<file path="src/rtl/pipe_pkg.sv">
// Shared types and encodings for the ID/EX pipeline register and its neighbours.
package pipe_pkg;

   localparam int ALUOP_W = 2;
   localparam logic [ALUOP_W-1:0] ALUOP_ADD   = 2'b00;
   localparam logic [ALUOP_W-1:0] ALUOP_SUB   = 2'b01;
   localparam logic [ALUOP_W-1:0] ALUOP_RTYPE = 2'b10;

   localparam int REG_W = 5;
   localparam logic [REG_W-1:0] REG_ZERO = 5'd0;

   typedef struct packed {
      logic               regwrite;
      logic               memtoreg;
      logic               memread;
      logic               memwrite;
      logic               branch;
      logic               alusrc;
      logic               regdst;
      logic [ALUOP_W-1:0] aluop;
   } ctrl_t;

   // A bubble is exactly this value: no writes, no memory access, no branch.
   localparam ctrl_t CTRL_NOP = '0;

endpackage

</file>
<file path="src/rtl/id_ex_stage_reg_sat_counter.sv">
// Saturating up-counter with synchronous clear; holds at MAX instead of wrapping.
// Latency 1 cycle, no backpressure (inc is sampled every edge).
module sat_counter #(
   parameter int               WIDTH = 8,
   parameter logic [WIDTH-1:0] MAX   = '1
) (
   input  logic             clk,
   input  logic             reset,
   input  logic             clr,
   input  logic             inc,
   output logic [WIDTH-1:0] count
);

   always_ff @(posedge clk or posedge reset) begin
      if (reset)
         count <= '0;
      else if (clr)
         count <= '0;
      else if (inc && (count != MAX))
         count <= count + WIDTH'(1);
   end

endmodule

</file>
<file path="src/rtl/id_ex_stage_reg.sv">
// ID/EX pipeline register with bubble insertion, stall/bubble statistics and a load-use stall watchdog.
// Latency 1 cycle; always advances, no backpressure (flushes turn the load into a bubble).
module id_ex_stage_reg
   import pipe_pkg::*;
#(
   parameter int DATA_W      = 32,
   parameter int CNT_W       = 16,
   parameter int MAX_LWSTALL = 1
) (
   input  logic               clk,
   input  logic               reset,
   input  logic               id_flush_lwstall,
   input  logic               id_flush_branch,
   input  logic               id_valid,
   input  logic               id_regwrite,
   input  logic               id_memtoreg,
   input  logic               id_memread,
   input  logic               id_memwrite,
   input  logic               id_branch,
   input  logic               id_alusrc,
   input  logic               id_regdst,
   input  logic [1:0]         id_aluop,
   input  logic [DATA_W-1:0]  id_pc_plus4,
   input  logic [DATA_W-1:0]  id_read_data1,
   input  logic [DATA_W-1:0]  id_read_data2,
   input  logic [DATA_W-1:0]  id_sign_ext_imm,
   input  logic [4:0]         id_rs,
   input  logic [4:0]         id_rt,
   input  logic [4:0]         id_rd,
   output logic               id_ex_valid,
   output logic               id_ex_regwrite,
   output logic               id_ex_memtoreg,
   output logic               id_ex_memread,
   output logic               id_ex_memwrite,
   output logic               id_ex_branch,
   output logic               id_ex_alusrc,
   output logic               id_ex_regdst,
   output logic [1:0]         id_ex_aluop,
   output logic [DATA_W-1:0]  id_ex_pc_plus4,
   output logic [DATA_W-1:0]  id_ex_read_data1,
   output logic [DATA_W-1:0]  id_ex_read_data2,
   output logic [DATA_W-1:0]  id_ex_sign_ext_imm,
   output logic [4:0]         id_ex_rs,
   output logic [4:0]         id_ex_registerrt,
   output logic [4:0]         id_ex_rd,
   output logic [CNT_W-1:0]   lwstall_count,
   output logic [CNT_W-1:0]   bubble_count,
   output logic               lwstall_timeout
);

   localparam int RUN_W = $clog2(MAX_LWSTALL + 2);

   logic              bubble;
   ctrl_t             id_ctrl;
   ctrl_t             ex_ctrl;
   logic [RUN_W-1:0]  run_count;

   assign bubble = id_flush_lwstall | id_flush_branch;

   assign id_ctrl = '{regwrite: id_regwrite, memtoreg: id_memtoreg, memread: id_memread,
                      memwrite: id_memwrite, branch: id_branch, alusrc: id_alusrc,
                      regdst: id_regdst, aluop: id_aluop};

   // Data fields load even on a bubble; only control, valid and specifiers are squashed.
   always_ff @(posedge clk or posedge reset) begin
      if (reset) begin
         ex_ctrl            <= CTRL_NOP;
         id_ex_valid        <= 1'b0;
         id_ex_rs           <= REG_ZERO;
         id_ex_registerrt   <= REG_ZERO;
         id_ex_rd           <= REG_ZERO;
         id_ex_pc_plus4     <= '0;
         id_ex_read_data1   <= '0;
         id_ex_read_data2   <= '0;
         id_ex_sign_ext_imm <= '0;
      end else begin
         ex_ctrl            <= bubble ? CTRL_NOP : id_ctrl;
         id_ex_valid        <= id_valid & ~bubble;
         id_ex_rs           <= bubble ? REG_ZERO : id_rs;
         id_ex_registerrt   <= bubble ? REG_ZERO : id_rt;
         id_ex_rd           <= bubble ? REG_ZERO : id_rd;
         id_ex_pc_plus4     <= id_pc_plus4;
         id_ex_read_data1   <= id_read_data1;
         id_ex_read_data2   <= id_read_data2;
         id_ex_sign_ext_imm <= id_sign_ext_imm;
      end
   end

   assign id_ex_regwrite = ex_ctrl.regwrite;
   assign id_ex_memtoreg = ex_ctrl.memtoreg;
   assign id_ex_memread  = ex_ctrl.memread;
   assign id_ex_memwrite = ex_ctrl.memwrite;
   assign id_ex_branch   = ex_ctrl.branch;
   assign id_ex_alusrc   = ex_ctrl.alusrc;
   assign id_ex_regdst   = ex_ctrl.regdst;
   assign id_ex_aluop    = ex_ctrl.aluop;

   sat_counter #(.WIDTH(CNT_W)) u_lwstall_cnt (
      .clk   (clk),
      .reset (reset),
      .clr   (1'b0),
      .inc   (id_flush_lwstall),
      .count (lwstall_count)
   );

   sat_counter #(.WIDTH(CNT_W)) u_bubble_cnt (
      .clk   (clk),
      .reset (reset),
      .clr   (1'b0),
      .inc   (bubble),
      .count (bubble_count)
   );

   sat_counter #(.WIDTH(RUN_W), .MAX(RUN_W'(MAX_LWSTALL + 1))) u_run_cnt (
      .clk   (clk),
      .reset (reset),
      .clr   (~id_flush_lwstall),
      .inc   (id_flush_lwstall),
      .count (run_count)
   );

   // Fires on the edge that would push the consecutive-stall run past its limit.
   always_ff @(posedge clk or posedge reset) begin
      if (reset)
         lwstall_timeout <= 1'b0;
      else if (id_flush_lwstall && (run_count == RUN_W'(MAX_LWSTALL)))
         lwstall_timeout <= 1'b1;
   end

endmodule
</file>
<file path="config.mk">
export PLATFORM = sky130hd
export DESIGN_NAME = id_ex_stage_reg
export DESIGN_NICKNAME = d
export VERILOG_FILES = /design/src/rtl/pipe_pkg.sv /design/src/rtl/id_ex_stage_reg_sat_counter.sv /design/src/rtl/id_ex_stage_reg.sv
export SDC_FILE = /design/constraint.sdc
export NUM_CORES = 1
export LEC_CHECK = 0
export ABC_AREA = 1
export CAP_MARGIN = 10
export CORE_MARGIN = 2
export CORE_UTILIZATION = 36
export DETAILED_ROUTE_END_ITERATION = 7
export GPL_TIMING_DRIVEN = 0
export PLACE_DENSITY = 0.75
export SYNTH_ARGS = -nofsm -noshare
export SYNTH_HDL_FRONTEND = slang
export SYNTH_HIERARCHICAL = 1
export SYNTH_SLANG_ARGS = --single-unit
</file>
<file path="constraint.sdc">
create_clock -name clk -period 11.1 [get_ports clk]
set_input_delay 2.775 -clock clk [delete_from_list [all_inputs] [get_ports clk]]
set_output_delay 2.775 -clock clk [all_outputs]
set_load 0.02 [all_outputs]
</file>
# Yosys cells after proc, flatten, opt, wreduce, memory -nomap -nowiden
# Cells that the tools add are included.
[word_totals]
output_inout_bits = 186
word_cells = 41
ff_bits = 188
mem_bits_rw = 0
rom_bits = 0
latch_bits = 0
memories = 0
[classes]
eq_ne = 5
n_bitwise = 3
multipliers = 0
muxes = 6
reduce_logical = 4
order_cmp = 0
n_div = 0
add_sub_neg = 3
shifts = 0
[op_table]
columns = ["operator", "count"]
rows = [
  ["$add A16 B1 Y16 const B", 2],
  ["$ne A16 B16 Y1 const B", 2],
  ["$mux W5", 3],
  ["$mux W9", 1],
  ["$logic_and A1 B1 Y1", 4],
  ["$mux W2", 2],
  ["$add A2 B1 Y2 const B", 1],
  ["$eq A2 B1 Y1 const B", 1],
  ["$ne A2 B1 Y1 const B", 1],
  ["$ne A2 B2 Y1 const B", 1],
  ["$and A1 B1 Y1", 1],
  ["$not A1 Y1", 1],
  ["$or A1 B1 Y1", 1],
]

# Logic depth before layout (Yosys ltp)
[depth]
depth_word = 4
mapped_depth = 10
depth_no_buf = 9

# Modules after synthesis
# The synthesis kept the hierarchy.
[modules_own_cells]
columns = ["module", "area_per_inst_um2", "cells_per_inst", "n_inst"]
rows = [
  ["id_ex_stage_reg", 4111.4, 215, 1],
  ["sat_counter at u_bubble_cnt ...", 1083.5, 159, 2],
  ["sat_counter at u_run_cnt", 122.6, 17, 1],
]

# Worst setup path after synthesis
# OpenSTA, ideal clock, no wires.
[synth_path]
path_type = "input to register"
from = "input id_flush_branch"
to = "register u_bubble_cnt.count[10]"
n_path_buf = 2
t_arrival_ns = 3.664
required_ns = 11.035
cell_stages = 8
path_slack_ns = 7.371
cell_sequence = "inv_1 > nand2_4 > buf_6 > inv_1 > nor2_2 > buf_2 > nand4_1 > nand2_1"
[synth_between]
elab_chain_len = 2
[synth_lines]
columns = ["item", "line_no", "rtl"]
rows = [
  ["start: declaration", "id_ex_stage_reg.sv:13", "input logic id_flush_branch,"],
  ["$or A1 B1 Y1", "id_ex_stage_reg.sv:58", "assign bubble = id_flush_lwstall | id_flush_branch;"],
  ["via bubble", "id_ex_stage_reg.sv:53", "logic bubble;"],
  ["$logic_and A1 B1 Y1", "id_ex_stage_reg_sat_counter.sv:19", "else if (inc && (count != MAX))"],
  ["end signal: assignment", "id_ex_stage_reg_sat_counter.sv:20", "count <= count + WIDTH'(1);"],
  ["end: declaration", "id_ex_stage_reg_sat_counter.sv:11", "output logic [WIDTH-1:0] count"],
]
# The timed path passes the listed nets, and every way through them passes these cells.
# A chain may end at the register's enable or synchronous reset.

# Final worst setup path
[layout_path]
from = "register u_lwstall_cnt.count[12]"
to = "output lwstall_count[12]"
[layout_rtl]
columns = ["item", "line_no", "rtl"]
rows = [
  ["start: declaration", "id_ex_stage_reg_sat_counter.sv:11", ""],
  ["start signal: assignment", "id_ex_stage_reg_sat_counter.sv:20", ""],
  ["end: declaration", "id_ex_stage_reg.sv:46", "output logic [CNT_W-1:0] lwstall_count,"],
]
# No word-level cell between the ends.

==> results by group <==
Worst setup path
  • Crit-path max cell delay: 0.68 ns
  • Crit end category: output pin
  • Critical path arrival: 1.55 ns
  • CP max FO: 6
  • FF-to-FF setup slack: 9.33 ns
  • CP required: 8.33 ns
  • Slowest stage cell, crit path: clkdlybuf4s50_1
  • Worst-path cell chain: clkdlybuf4s50_1
  • CP bufs+invs: 1
  • Startpoint class of the critical path: flip-flop
  • CP top delay family: buffers and inverters
  • Crit Path Class: reg2out

Final layout
  • Layout cells sized above 1: 6.652%
  • # fillers: 1431
  • Sequential standard cell area: 0.004705 sq mm
  • Multi-input gate area: 0.001390 sq mm
  • Area growth syn-to-layout: 68.28%
  • # nets final: 1079

Routing
  • Vias: 5106
  • First-pass iteration count of the detailed router: 4
  • Total Wirelength: 19.63 mm
  • Vias/cell: 4.402
  • Initial DRC count: 222
  • DRC: 0
  • Final ANT Viol Nets: 0
  • Routed length per instance: 16.92 um

Timing
  • Final setup violation count: 0
  • Min Hold Slack: 0.4740 ns
  • Clk_skew: 0.006622 ns
  • Slew Limit Fails: 0
  • Final period utilization: 38.96%
  • Fin crit period: 4.325 ns
  • Rel. slew slack: 55.82%
  • Hold Violations, Final: 0
  • Fin Setup TNS: 0 ns
  • RSZ-0062 raised after global routing: false
  • Max Fclk: 231.2 MHz
  • Worst Tran Pin Value: 0.6620 ns

GRT
  • Global route overflow: 0
  • Vias in the first global route: 4963
  • Total GRT Usage: 20.65%
  • Initial antenna violation count: 2
  • Largest net degree at the start of global routing: 87
  • First-pass GRT wire length: 28.53 mm

Yosys
  • Mapped cell area: 0.006401 sq mm
  • Register bit total from synthesis: 188
  • Library cells used by synthesis: 25
  • Number of synthesized flops with an enable pin: 0
  • YS warnings: 6
  • Ys async rst share: 100.0%
  • Post-synth top flop: dfrtp_1
  • Average footprint of a synthesized cell: 11.64 sq um
  • Synthesized netlist cell count: 550
  • Sequential share of the synthesized area: 73.49%

Clock tree
  • CTS H-Tree Depth: 4
  • CTS max path bufs: 2
  • CTS Root Cell: clkbuf_16
  • Number of hold buffers added after CTS: 0
  • Resized Gates After CTS: 0
  • CTS clk-pin slew, worst paths: 0.07 ns
  • CTS Buf Count: 17
  • Clk sinks: 188
  • Worst-skew pair later-pin latency: 0.42 ns
  • Postcts setup bufs: 0
  • TritonCTS clock tree: built

Placed design
  • RD Place Congestion: 0.8701
  • Port Buffers: 342
  • HPWL after DPL: 15.42 mm

Floorplan
  • Core area: 0.01736 sq mm
  • Row count: 48
  • IO Pins: 343
  • Starting Density: 36.88%
  • Die Ht: 137.3 um
  • Die Wd: 137.3 um
  • Die area: 0.01886 sq mm

Power
  • Sw Share: 25.12%
  • Pleak: 4.966 nW
  • Pwr dens: 141.5 mW/mm^2
  • Combinational power share: 12.6%
  • Reg power frac: 47.5%
  • Net Sw Power: 0.3829 mW
  • Peak supply drop: 98.10 uV
  • Clock network power share: 39.9%
  • Pint: 1.141 mW
  • Overall Power: 1.524 mW

Min path
  • Worst Hold Class: reg2reg

Flow run
  • Max-cap violations: 0

Run status
  • Status: finished clean
==> final timing paths <==
kind                       depth (start not counted)                                  end                                start
max                                                1                    lwstall_count[12]  u_lwstall_cnt/count[12]$_DFFE_PP0P_
min                                                2          lwstall_timeout$_DFFE_PP0P_          lwstall_timeout$_DFFE_PP0P_
max reg2reg                                        9  u_lwstall_cnt/count[10]$_DFFE_PP0P_   u_lwstall_cnt/count[0]$_DFFE_PP0P_
min reg2reg                                        2          lwstall_timeout$_DFFE_PP0P_          lwstall_timeout$_DFFE_PP0P_
max in group asynchronous                          3         id_ex_pc_plus4[23]$_DFF_PP0_                                reset
min in group asynchronous                          2       u_run_cnt/count[1]$_DFFE_PP0P_                                reset
==> power groups by stage <==
stage / clock (mW) / sequential (mW) / combinational [mW]
after floorplan: 0 / 0.775 / 0.0279
after global placement: 0 / 0.736 / 0.189
after detailed placement: 0 / 0.737 / 0.194
after CTS: 0.629 / 0.724 / 0.195
after global routing: 0.654 / 0.727 / 0.206
final: 0.608 / 0.724 / 0.192
==> sequential cells by signal (all words and copies together) (netlist names) <==
name,flops
id_ex_regwrite,1
id_ex_pc_plus4,32
id_ex_rs,5
id_ex_valid,1
id_ex_aluop,2
id_ex_rd,5
id_ex_alusrc,1
id_ex_memtoreg,1
u_bubble_cnt/count,16
id_ex_regdst,1
id_ex_memread,1
id_ex_registerrt,5
id_ex_sign_ext_imm,32
u_lwstall_cnt/count,16
u_run_cnt/count,2
id_ex_branch,1
lwstall_timeout,1
id_ex_memwrite,1
id_ex_read_data1,32
id_ex_read_data2,32
==> synthesized netlist by cell type (4+ instances only) <==
master      n  area (sq um)
dfrtp_1   188          4705
nand2_1   132         495.5
inv_1      67         251.5
nor2_1     55         206.5
nand3_1    29         145.1
nand4_1    22         137.6
nor2_2      7         43.79
nor2_4      6         67.56
buf_6       4         45.04
nand3b_1    4         30.03
xnor2_1     4         35.03
xor2_1      4         35.03
==> area by class of cell <==
class,instances,area share [%]
inverter,72,2.555
clock inverter,14,1.580
tap,225,2.614
multi-input combinational,289,12.91
clock buffer,18,3.984
buffer,8,0.5808
antenna,3,0.06969
sequential,188,43.68
timing repair buffer,343,32.04
==> cells in the final DEF, fill, tap and decap left out, types with 3 or more instances in the layout <==
cell	instances
diode_2	3
inv_1	66
xor2_1	4
dfrtp_1	188
nand2_4	3
nor2_2	7
nor2_4	6
xnor2_1	4
clkdlybuf4s50_1	342
nand2_1	132
clkbuf_16	17
nand3b_1	4
conb_1	8
nand4_1	22
inv_8	5
nand3_1	29
inv_2	3
nor2_1	55
inv_6	4
ha_1	3
buf_6	4
==> per-stage QoR <==
step,util (%),setup slack [ns],instance area (sq um),std cells
6_report,62.06,6.775,10770,1160
5_1_grt,62.05,6.685,10770,1159
4_1_cts,62.02,6.757,10760,1157
3_5_place_dp,58.56,6.424,10160,1125
3_3_place_gp,58.38,2.050,10130,1124
2_1_floorplan,-,4.175,6427,557
==> per-layer routing <==
metal  vias up  global-route usage, %  share of wire, %
met3        35                  5.997               7.4
met1      2448                  24.15                37
met4         0                  8.763               2.8
met2       196                  35.46                53
met5         -                      0                 0
li1       2427                      -                 -
==> logic make-up (layout without fill, tap and decap cells) <==
group	after synthesis	after routing	synth area share, %
AO/OA/AOI/OAI	6	6	0.4691
XOR/XNOR	8	8	1.094
adder cells (fa/ha/maj)	3	3	0.5865
buffers and inverters	80	455	5.199
flip-flops	188	188	73.49
other	1	11	0.05858
AND/OR/NAND/NOR	264	264	19.10
Power figures use the tool's default switching activity.
